<file path="src/rtl/output_stream_collector.sv">
// Collects in_valid-pulsed words into a small FWFT FIFO and replays them as an
// AXI4-Stream frame of OUT_MAX beats, tlast on the final frame index.
module output_stream_collector #(
  parameter int unsigned DATA_W     = 32,
  parameter int unsigned OUT_MAX    = 262144,
  parameter int unsigned FIFO_DEPTH = 16
) (
  input  logic              clk,
  input  logic              rst,
  input  logic              en,
  input  logic              in_valid,
  input  logic [DATA_W-1:0] in_data,
  output logic [DATA_W-1:0] m_axis_tdata,
  output logic              m_axis_tvalid,
  input  logic              m_axis_tready,
  output logic              m_axis_tlast,
  output logic              done,
  output logic              overflow,
  output logic [31:0]       rx_count
);

  localparam int unsigned AW = $clog2(FIFO_DEPTH);
  localparam int unsigned PW = AW + 1;
  localparam int unsigned EW = DATA_W + 1;
  localparam logic [31:0] FRAME_LEN = 32'(OUT_MAX);
  localparam logic [31:0] LAST_IDX  = 32'(OUT_MAX - 1);

  typedef enum logic [1:0] {
    S_IDLE  = 2'd0,
    S_RUN   = 2'd1,
    S_DRAIN = 2'd2,
    S_DONE  = 2'd3
  } state_e;

  state_e          state_q, state_d;
  logic [PW-1:0]   wr_ptr_q, wr_ptr_d;
  logic [PW-1:0]   rd_ptr_q, rd_ptr_d;
  logic [31:0]     rx_count_q, rx_count_d;
  logic            overflow_q, overflow_d;
  logic            done_q, done_d;
  logic [EW-1:0]   mem_q [FIFO_DEPTH];

  logic            empty;
  logic            full;
  logic            pop;
  logic            push_req;
  logic            push;
  logic            last_flag;
  logic [EW-1:0]   head;

  // Extra pointer MSB distinguishes full from empty when indices match.
  assign empty     = (wr_ptr_q == rd_ptr_q);
  assign full      = (wr_ptr_q[AW] != rd_ptr_q[AW]) &&
                     (wr_ptr_q[AW-1:0] == rd_ptr_q[AW-1:0]);
  assign pop       = !empty && m_axis_tready;
  assign push_req  = (state_q == S_RUN) && in_valid && (rx_count_q < FRAME_LEN);
  assign push      = push_req && (!full || pop);
  assign last_flag = (rx_count_q == LAST_IDX);
  assign head      = mem_q[rd_ptr_q[AW-1:0]];

  always_comb begin
    state_d    = state_q;
    rx_count_d = rx_count_q;
    overflow_d = overflow_q;
    wr_ptr_d   = wr_ptr_q + PW'(push);
    rd_ptr_d   = rd_ptr_q + PW'(pop);

    case (state_q)
      S_IDLE: begin
        if (en) begin
          state_d    = S_RUN;
          rx_count_d = '0;
          overflow_d = 1'b0;
        end
      end
      S_RUN: begin
        if (push_req) begin
          rx_count_d = rx_count_q + 32'd1;
          if (!push) overflow_d = 1'b1;
          if (last_flag) state_d = S_DRAIN;
        end
      end
      S_DRAIN: begin
        // No pushes here, so the FIFO is empty next cycle iff wr == next rd.
        if (wr_ptr_q == rd_ptr_d) state_d = S_DONE;
      end
      S_DONE: begin
        if (!en) state_d = S_IDLE;
      end
      default: state_d = S_IDLE;
    endcase

    done_d = (state_d == S_DONE);
  end

  always_ff @(posedge clk or posedge rst) begin
    if (rst) begin
      state_q    <= S_IDLE;
      wr_ptr_q   <= '0;
      rd_ptr_q   <= '0;
      rx_count_q <= '0;
      overflow_q <= 1'b0;
      done_q     <= 1'b0;
    end else begin
      state_q    <= state_d;
      wr_ptr_q   <= wr_ptr_d;
      rd_ptr_q   <= rd_ptr_d;
      rx_count_q <= rx_count_d;
      overflow_q <= overflow_d;
      done_q     <= done_d;
    end
  end

  // Storage entry: {last, data}; cleared on reset so the idle head reads zero.
  always_ff @(posedge clk or posedge rst) begin
    if (rst) begin
      for (int i = 0; i < int'(FIFO_DEPTH); i++) mem_q[i] <= '0;
    end else if (push) begin
      mem_q[wr_ptr_q[AW-1:0]] <= {last_flag, in_data};
    end
  end

  assign m_axis_tvalid = !empty;
  assign m_axis_tdata  = head[DATA_W-1:0];
  assign m_axis_tlast  = !empty && head[DATA_W];
  assign done          = done_q;
  assign overflow      = overflow_q;
  assign rx_count      = rx_count_q;

endmodule

</file>
<file path="config.mk">
export PLATFORM = sky130hd
export DESIGN_NAME = output_stream_collector
export DESIGN_NICKNAME = d
export VERILOG_FILES = /design/src/rtl/output_stream_collector.sv
export SDC_FILE = /design/constraint.sdc
export NUM_CORES = 1
export LEC_CHECK = 0
export CORE_ASPECT_RATIO = 0.7
export CORE_MARGIN = 5
export CORE_UTILIZATION = 57
export CTS_BUF_LIST = sky130_fd_sc_hd__clkbuf_4
export DETAILED_ROUTE_END_ITERATION = 7
export PLACE_DENSITY_LB_ADDON = 0.05
export SLEW_MARGIN = 20
export SYNTH_ARGS = -nofsm -noshare
export SYNTH_HDL_FRONTEND = slang
export SYNTH_SLANG_ARGS = --single-unit
</file>
<file path="constraint.sdc">
create_clock -name clk -period 18.58 [get_ports clk]
set_clock_uncertainty 0.05 [all_clocks]
set_input_delay 1.858 -clock clk [delete_from_list [all_inputs] [get_ports clk]]
set_output_delay 1.858 -clock clk [all_outputs]
set_load 0.02 [all_outputs]
</file>
==> results of run 1 <==
==> critical path, delay by kind of cell (launching register included) <==
family,cells,cell delay [ps]
AND/OR/NAND/NOR,2,720
AO/OA/AOI/OAI,2,460
flip-flops,1,890
buffers and inverters,3,1980
==> power by group <==
group	switching, mW	total, mW	internal [mW]
combinational	1.01	2.21	1.20
sequential	0.362	2.18	1.82
clock	0.494	1.01	0.514
total	1.87	5.40	3.53
==> cells in the final DEF, fill, tap and decap left out, types with 17 or more instances in the layout <==
cell type / instances
dfrtp_1: 570
mux2_2: 473
clkbuf_4: 205
mux2i_1: 145
clkdlybuf4s50_1: 104
mux4_2: 69
a221oi_1: 64
nand2_1: 50
mux2_4: 39
o21ai_0: 36
a22oi_1: 32
and2_1: 19
clkinv_1: 18
buf_4: 18
inv_1: 17
==> path summary, 6_finish.rpt <==
kind,from,end
worst max register to register,rd_ptr_q[0]$_DFF_PP0_,state_q[0]$_DFF_PP0_
worst min register to register,wr_ptr_q[4]$_DFF_PP0_,wr_ptr_q[4]$_DFF_PP0_
worst min-delay path,wr_ptr_q[4]$_DFF_PP0_,wr_ptr_q[4]$_DFF_PP0_
max in group asynchronous,rst,mem_q[82]$_DFFE_PP0P_
min in group asynchronous,rst,mem_q[433]$_DFFE_PP0P_
worst max-delay path,rd_ptr_q[1]$_DFF_PP0_,m_axis_tdata[2]
==> kinds of logic (layout without fill, tap and decap cells) <==
logic type | after synthesis | after routing | share of synthesized area
other | 0 | 6 | 0
multiplexers | 727 | 727 | 0.3369
AND/OR/NAND/NOR | 153 | 153 | 0.03527
flip-flops | 574 | 574 | 0.5420
AO/OA/AOI/OAI | 149 | 149 | 0.04192
XOR/XNOR | 25 | 25 | 0.008262
buffers and inverters | 168 | 373 | 0.03328
adder cells (fa/ha/maj) | 5 | 5 | 0.002361
==> flip-flops by register name (all words and copies together) (netlist names) <==
name	cells
done	1
mem_q	528
overflow	1
rd_ptr_q	5
rx_count	32
state_q	2
wr_ptr_q	5
==> final cells by class <==
| class | count | share of cell area |
|---|---|---|
| repair buffers | 125 | 0.04144 |
| diodes | 6 | 0.0005106 |
| clock inverters | 24 | 0.003999 |
| multi-input cells | 1059 | 0.3842 |
| inverters | 19 | 0.002680 |
| well taps | 612 | 0.02604 |
| clock buffers | 205 | 0.05233 |
| flip-flops and latches | 574 | 0.4888 |
==> metrics by stage <==
| step | power (mW) | area [um2] | hold slack, ps |
|---|---|---|---|
| 6_report | 5.399 | 29410 | 441.1 |
| 5_1_grt | 5.744 | 29410 | 462.7 |
| 3_3_place_gp | 4.348 | 27710 | 427.9 |
| 4_1_cts | 5.453 | 29390 | 443.6 |
| 2_1_floorplan | 3.747 | 26500 | 414.0 |
| 3_5_place_dp | 4.423 | 27730 | 434.6 |
==> metal layers <==
| metal | up-vias | part of all wire | global-route usage |
|---|---|---|---|
| met4 | 0 | 0.013 | 0.06425 |
| met1 | 8422 | 0.46 | 0.3708 |
| li1 | 6982 | - | - |
| met3 | 86 | 0.050 | 0.05649 |
| met5 | - | 0 | 0 |
| met2 | 364 | 0.47 | 0.3962 |
==> summary.md, run 1 <==
| Metric | Value |
|---|---|
| Yosys top cell area share | `0.5420` |
| WL final | `62,890 um` |
| Maximum VDD drop | `0.1213 mV` |
| Leakage power total | `approximately 13 nW` |
| Worst-path cell chain | `buf_4 > and2_2 > buf_4 > a221oi_1 > a22oi_1 > nand2_1 > clkdlybuf4s50_1` |
| Antenna violations before repair | `2` |
| H-tree depth | `4` |
| Die ar. | `0.05098 mm2` |
| Die Span Y | `190.4 um` |
| Slew at the pin with the worst max-slew slack | `between 1000 and 1500 ps` |
| Status | `finished, final reports clean` |
| Startpoint Class | `register` |
| Critical path data arrival time | `approximately 5000 ps` |
| Synthesized instance count | `1,801` |
| Worst slew margin | `0.2631` |
| Largest net degree at the start of global routing | `slightly above 100` |
| Remaining Overflow, GRT | `0` |
| R2R Setup Slk | `14,010 ps` |
| Number of global-route vias before repair | `16,970` |
| # IOs | `~110` |
| Layout Utilization | `0.6359` |
| Post-synthesis register bit count | `574` |
| Setup TNS | `0 ps` |
| Initial Utilization | `0.5731` |
| Cell mode on critical path | `buf_4` |
| CP Class | `register to primary output` |
| Final worst slack | `11,660 ps` |
| Chip Width | `267.7 um` |
| CTS root buf | `clkbuf_4` |
| Primary FF master, synth | `dfrtp_1` |
| CTS resizes | `0` |
| R2r worst-path depth | `12` |
| Power per Cell Area | `183.6 mW/mm2` |
| PortBufs | `104` |
| Routed len/inst | `23.97 um` |
| Max Fclk | `0.1444 GHz` |
| Total of max-cap violations | `0` |
| Multi-input logic area | `0.01130 mm2` |
| Final net count | `1,965` |
| Hold_buf cts | `0` |
| Tot GR Track Use | `0.2548` |
| Hold depth | `1` |
| EDFF count, synth | `0` |
| Synth Area per Inst | `14.71 um2` |
| Ratio of cells with drive above 1 in the final layout | `0.4192` |
| Clock latency on the worst-skew pair | `slightly below 900 ps` |
| Cts bufs inserted | `about 140` |
| Via count | `15,850` |
| CTS sink count | `between 500 and 600` |
| Unrepaired setup endpoints after global routing | `no` |
| Final Hold Vio Count | `0` |
| Post-CTS Setup Repair Bufs | `0` |
| Most frequent cell after synthesis | `dfrtp_1` |
| CP required | `approximately 17,000 ps` |
| HP Class | `register to register` |
| Synth unique cells | `45` |
| Placement row count | `66` |
| Setup-failing EPs final | `0` |
| Ys async rst share | `1.000` |
| Seq/Total Area, Yosys | `0.5420` |
| Drt initial violations | `895` |
| Syn. warnings | `0` |
| Largest area contributor in the netlist | `dfrtp_1` |
| Syn_nets | `1,843` |
| DP Wirelength | `33,590 um` |
| First-pass GRT wire length | `100,300 um` |
| Post-layout minimum cycle time | `6925 ps` |
| Period utilization | `0.3727` |
| Crit path max fanout | `49` |
| Non-Filler Instances | `2,624` |
| Routability cong. | `0.7655` |
| Crit-path slowest cell | `dfrtp_4` |
| Place WS | `12,210 ps` |
| # DRC | `0` |
| Post-Syn Area | `0.02650 mm2` |
| Post-synth top cells | `dfrtp_1, mux2_2, mux2i_1, clkbuf_1, mux4_2` |
| FILL cells | `3,460` |
| CTS tree | `built` |
| Dpl cells | `2,389` |
| Seq. cell area | `0.01437 mm2` |
| Synth-to-Final Area Change | `10.97%` |
| Crit. End Element | `primary output` |
| Clk slew on worst S/H paths | `70 ps` |
| 1st-pass router iterations | `4` |
| Count of final max-slew check failures | `0` |
| Final antenna-violating net count | `0` |
| Core Area | `0.04624 mm2` |
| Vias per inst | `6.042` |
| Critical Path Max Stage Delay | `890 ps` |
| Top post-synthesis cells by area | `dfrtp_1, mux2_2, mux4_2` |
| Clk buf depth | `3` |
(Power assumes the default switching activity.)
==> run 2, diff against run 1 <==
Clock period 18.58 ns to 6.2 ns, I/O delays scaled along.
==> run 2 against run 1 <==
Against the previous run:
- total power rose to 3.0 times the previous value
- non-clock buffer count up 2
- global-route usage down 0.54 points
- largest power group unchanged
- register-to-register slack worse by 12000 ps
==> summary.md, run 2 (synthesis gave the netlist of run 1 again) <==
| Metric | Value |
|---|---|
| Status | `finished, final reports clean` |
| Routability cong. | `0.7602 (-0.69%)` |
| Critical path data arrival time | `4250 ps (-770 ps)` |
| FILL cells | `3,557 (+2.8%)` |
| Ratio of cells with drive above 1 in the final layout | `0.4172 (-0.002037)` |
| Clock latency on the worst-skew pair | `880 ps (about the same)` |
| PortBufs | `104 (unchanged)` |
| Setup TNS | `0 ps (unchanged)` |
| Maximum VDD drop | `0.4363 mV (+260%)` |
| First-pass GRT wire length | `98,600 um (-1.7%)` |
| CP Class | `register to primary output` |
| R2R Setup Slk | `2290 ps (-11,720 ps)` |
| Vias per inst | `6.028 (-0.23%)` |
| Power per Cell Area | `549.9 mW/mm2 (+200%)` |
| DP Wirelength | `33,300 um (-0.87%)` |
| WL final | `62,020 um (-1.4%)` |
| CTS resizes | `0 (unchanged)` |
| Final Cell Area | `0.02949 mm2 (+0.28%)` |
| Clk slew on worst S/H paths | `60 ps (about the same)` |
| Number of global-route vias before repair | `16,860 (-0.68%)` |
| Hold_buf cts | `0 (unchanged)` |
| Remaining Overflow, GRT | `0 (unchanged)` |
| Startpoint Class | `register` |
| Core Area | `0.04624 mm2 (unchanged)` |
| Routed len/inst | `23.61 um (-1.5%)` |
| # DRC | `0 (unchanged)` |
| Tot GR Track Use | `0.2494 (-0.005412)` |
| CTS sink count | `574 (unchanged)` |
| Leakage power total | `13.42 nW (+0.18%)` |
| Die ar. | `0.05098 mm2 (unchanged)` |
| WHS | `96.12 ps (-344.9 ps)` |
| Drt initial violations | `951 (+6.3%)` |
| Non-Filler Instances | `2,627 (+0.11%)` |
| Placed cell area | `0.02778 mm2 (+0.17%)` |
| R2r worst-path depth | `7 (-5)` |
| Final antenna-violating net count | `0 (unchanged)` |
| CTS root buf | `clkbuf_4` |
| Total of max-cap violations | `0 (unchanged)` |
| Post-CTS Setup Repair Bufs | `0 (unchanged)` |
| Cts bufs inserted | `144 (unchanged)` |
| # IOs | `105 (unchanged)` |
| Final Hold Vio Count | `0 (unchanged)` |
| Setup-failing EPs final | `0 (unchanged)` |
| Antenna violations before repair | `4 (+2)` |
| Reg-to-reg endpoint | `mem_q[195]$_DFFE_PP0P_` |
| Period utilization | `0.7931` |
| CP required | `5530 ps (-11,140 ps)` |
| Max FFs per register | `528 (unchanged)` |
| Slew at the pin with the worst max-slew slack | `1047 ps (-56.11 ps)` |
| Crit path max fanout | `44 (-10%)` |
| FF-to-FF Start | `rd_ptr_q[0]$_DFF_PP0_` |
| Post-layout minimum cycle time | `4917 ps` |
| 1st-pass router iterations | `5 (+1)` |
| Dpl cells | `2,389 (unchanged)` |
| Reg with most FFs | `mem_q` |
| Die Span Y | `190.4 um (unchanged)` |
| Commonest non-fill, non-tap cell in the layout | `dfrtp_1` |
| CTS tree | `built` |
| Count of final max-slew check failures | `0 (unchanged)` |
| Clk buf depth | `3 (unchanged)` |
| Placement row count | `66 (unchanged)` |
| Worst slew margin | `0.3005 (+0.03740)` |
| Final net count | `1,967 (+0.10%)` |
| Largest net degree at the start of global routing | `179 (+74%)` |
| Most frequent cells in the layout | `dfrtp_1, mux2_2, clkbuf_4` |
| HP Class | `primary input to async pin` |
| Chip Width | `267.7 um (unchanged)` |
| H-tree depth | `4 (unchanged)` |
| Via count | `15,840 (-0.11%)` |
| Max Fclk | `0.2034 GHz` |
| Layout Utilization | `0.6377 (+0.001758)` |
| Initial Utilization | `0.5731 (unchanged)` |
| Crit. End Element | `primary output` |
| Unrepaired setup endpoints after global routing | `no` |
| Synth-to-Final Area Change | `11.27%` |
run 2: cell types whose count changed in the layout (fill, tap and decap cells not counted), moves of 2 or more:
cell      delta
buf_12       +6
buf_4        -2
buf_6        -2
clkinv_1     +7
diode_2      -2
inv_2        -3
run 2: power breakdown:
part,total (mW),internal (mW),switching (mW)
logic,6.69,3.61,3.08
clock network,3.00,1.54,1.47
registers,6.52,5.46,1.06
total,16.2,10.6,5.61
run 2: layer usage:
layer | vias up | share of wire | GRT usage
li1 | 7009 | - | -
met1 | 8393 | 0.48 | 0.3690
met2 | 339 | 0.46 | 0.3758
met3 | 91 | 0.046 | 0.06217
met4 | 4 | 0.015 | 0.06308
met5 | - | 0.00044 | 0
run 2: area by class of cell:
| type | instances | area (um2) | area share |
|---|---|---|---|
| Antenna cell | 4 | 10.01 | 0.0003394 |
| Clock buffer | 204 | 1531 | 0.05193 |
| Inverter | 19 | 75.07 | 0.002546 |
| Sequential cell | 574 | 14370 | 0.4874 |
| Timing Repair Buffer | 127 | 1301 | 0.04413 |
| Tap cell | 612 | 765.7 | 0.02597 |
| Clock inverter | 28 | 132.6 | 0.004497 |
| Multi-Input combinational cell | 1059 | 11300 | 0.3832 |
run 2: how the worst max path moves through the flow:
stage	from	to	slack (ps)	cells after the start
2_1_floorplan	rst	done$_DFF_PP0_	-2290	1
3_3_place_gp	rd_ptr_q[1]$_DFF_PP0_	m_axis_tdata[10]	2190	6
3_5_place_dp	rd_ptr_q[1]$_DFF_PP0_	m_axis_tdata[10]	2160	6
4_1_cts	rd_ptr_q[1]$_DFF_PP0_	m_axis_tdata[10]	1200	6
5_1_grt	rd_ptr_q[0]$_DFF_PP0_	m_axis_tdata[16]	1060	6
6_report	rd_ptr_q[1]$_DFF_PP0_	m_axis_tdata[10]	1280	6
run 2: critical path, stage by stage (launching register included):
cell and delay [ps]:
dfrtp_4 780, nor2b_4 670, buf_4 650, a221oi_1 260, o21ai_0 210, nand2_1 140
clkdlybuf4s50_1 610
run 2: per-stage QoR:
stage	worst slack, ps	power, mW
floorplan	-2290	11.23
global placement	2190	13.06
detailed placement	2159	13.29
CTS	1199	16.35
global route	1061	17.24
finish	1283	16.22
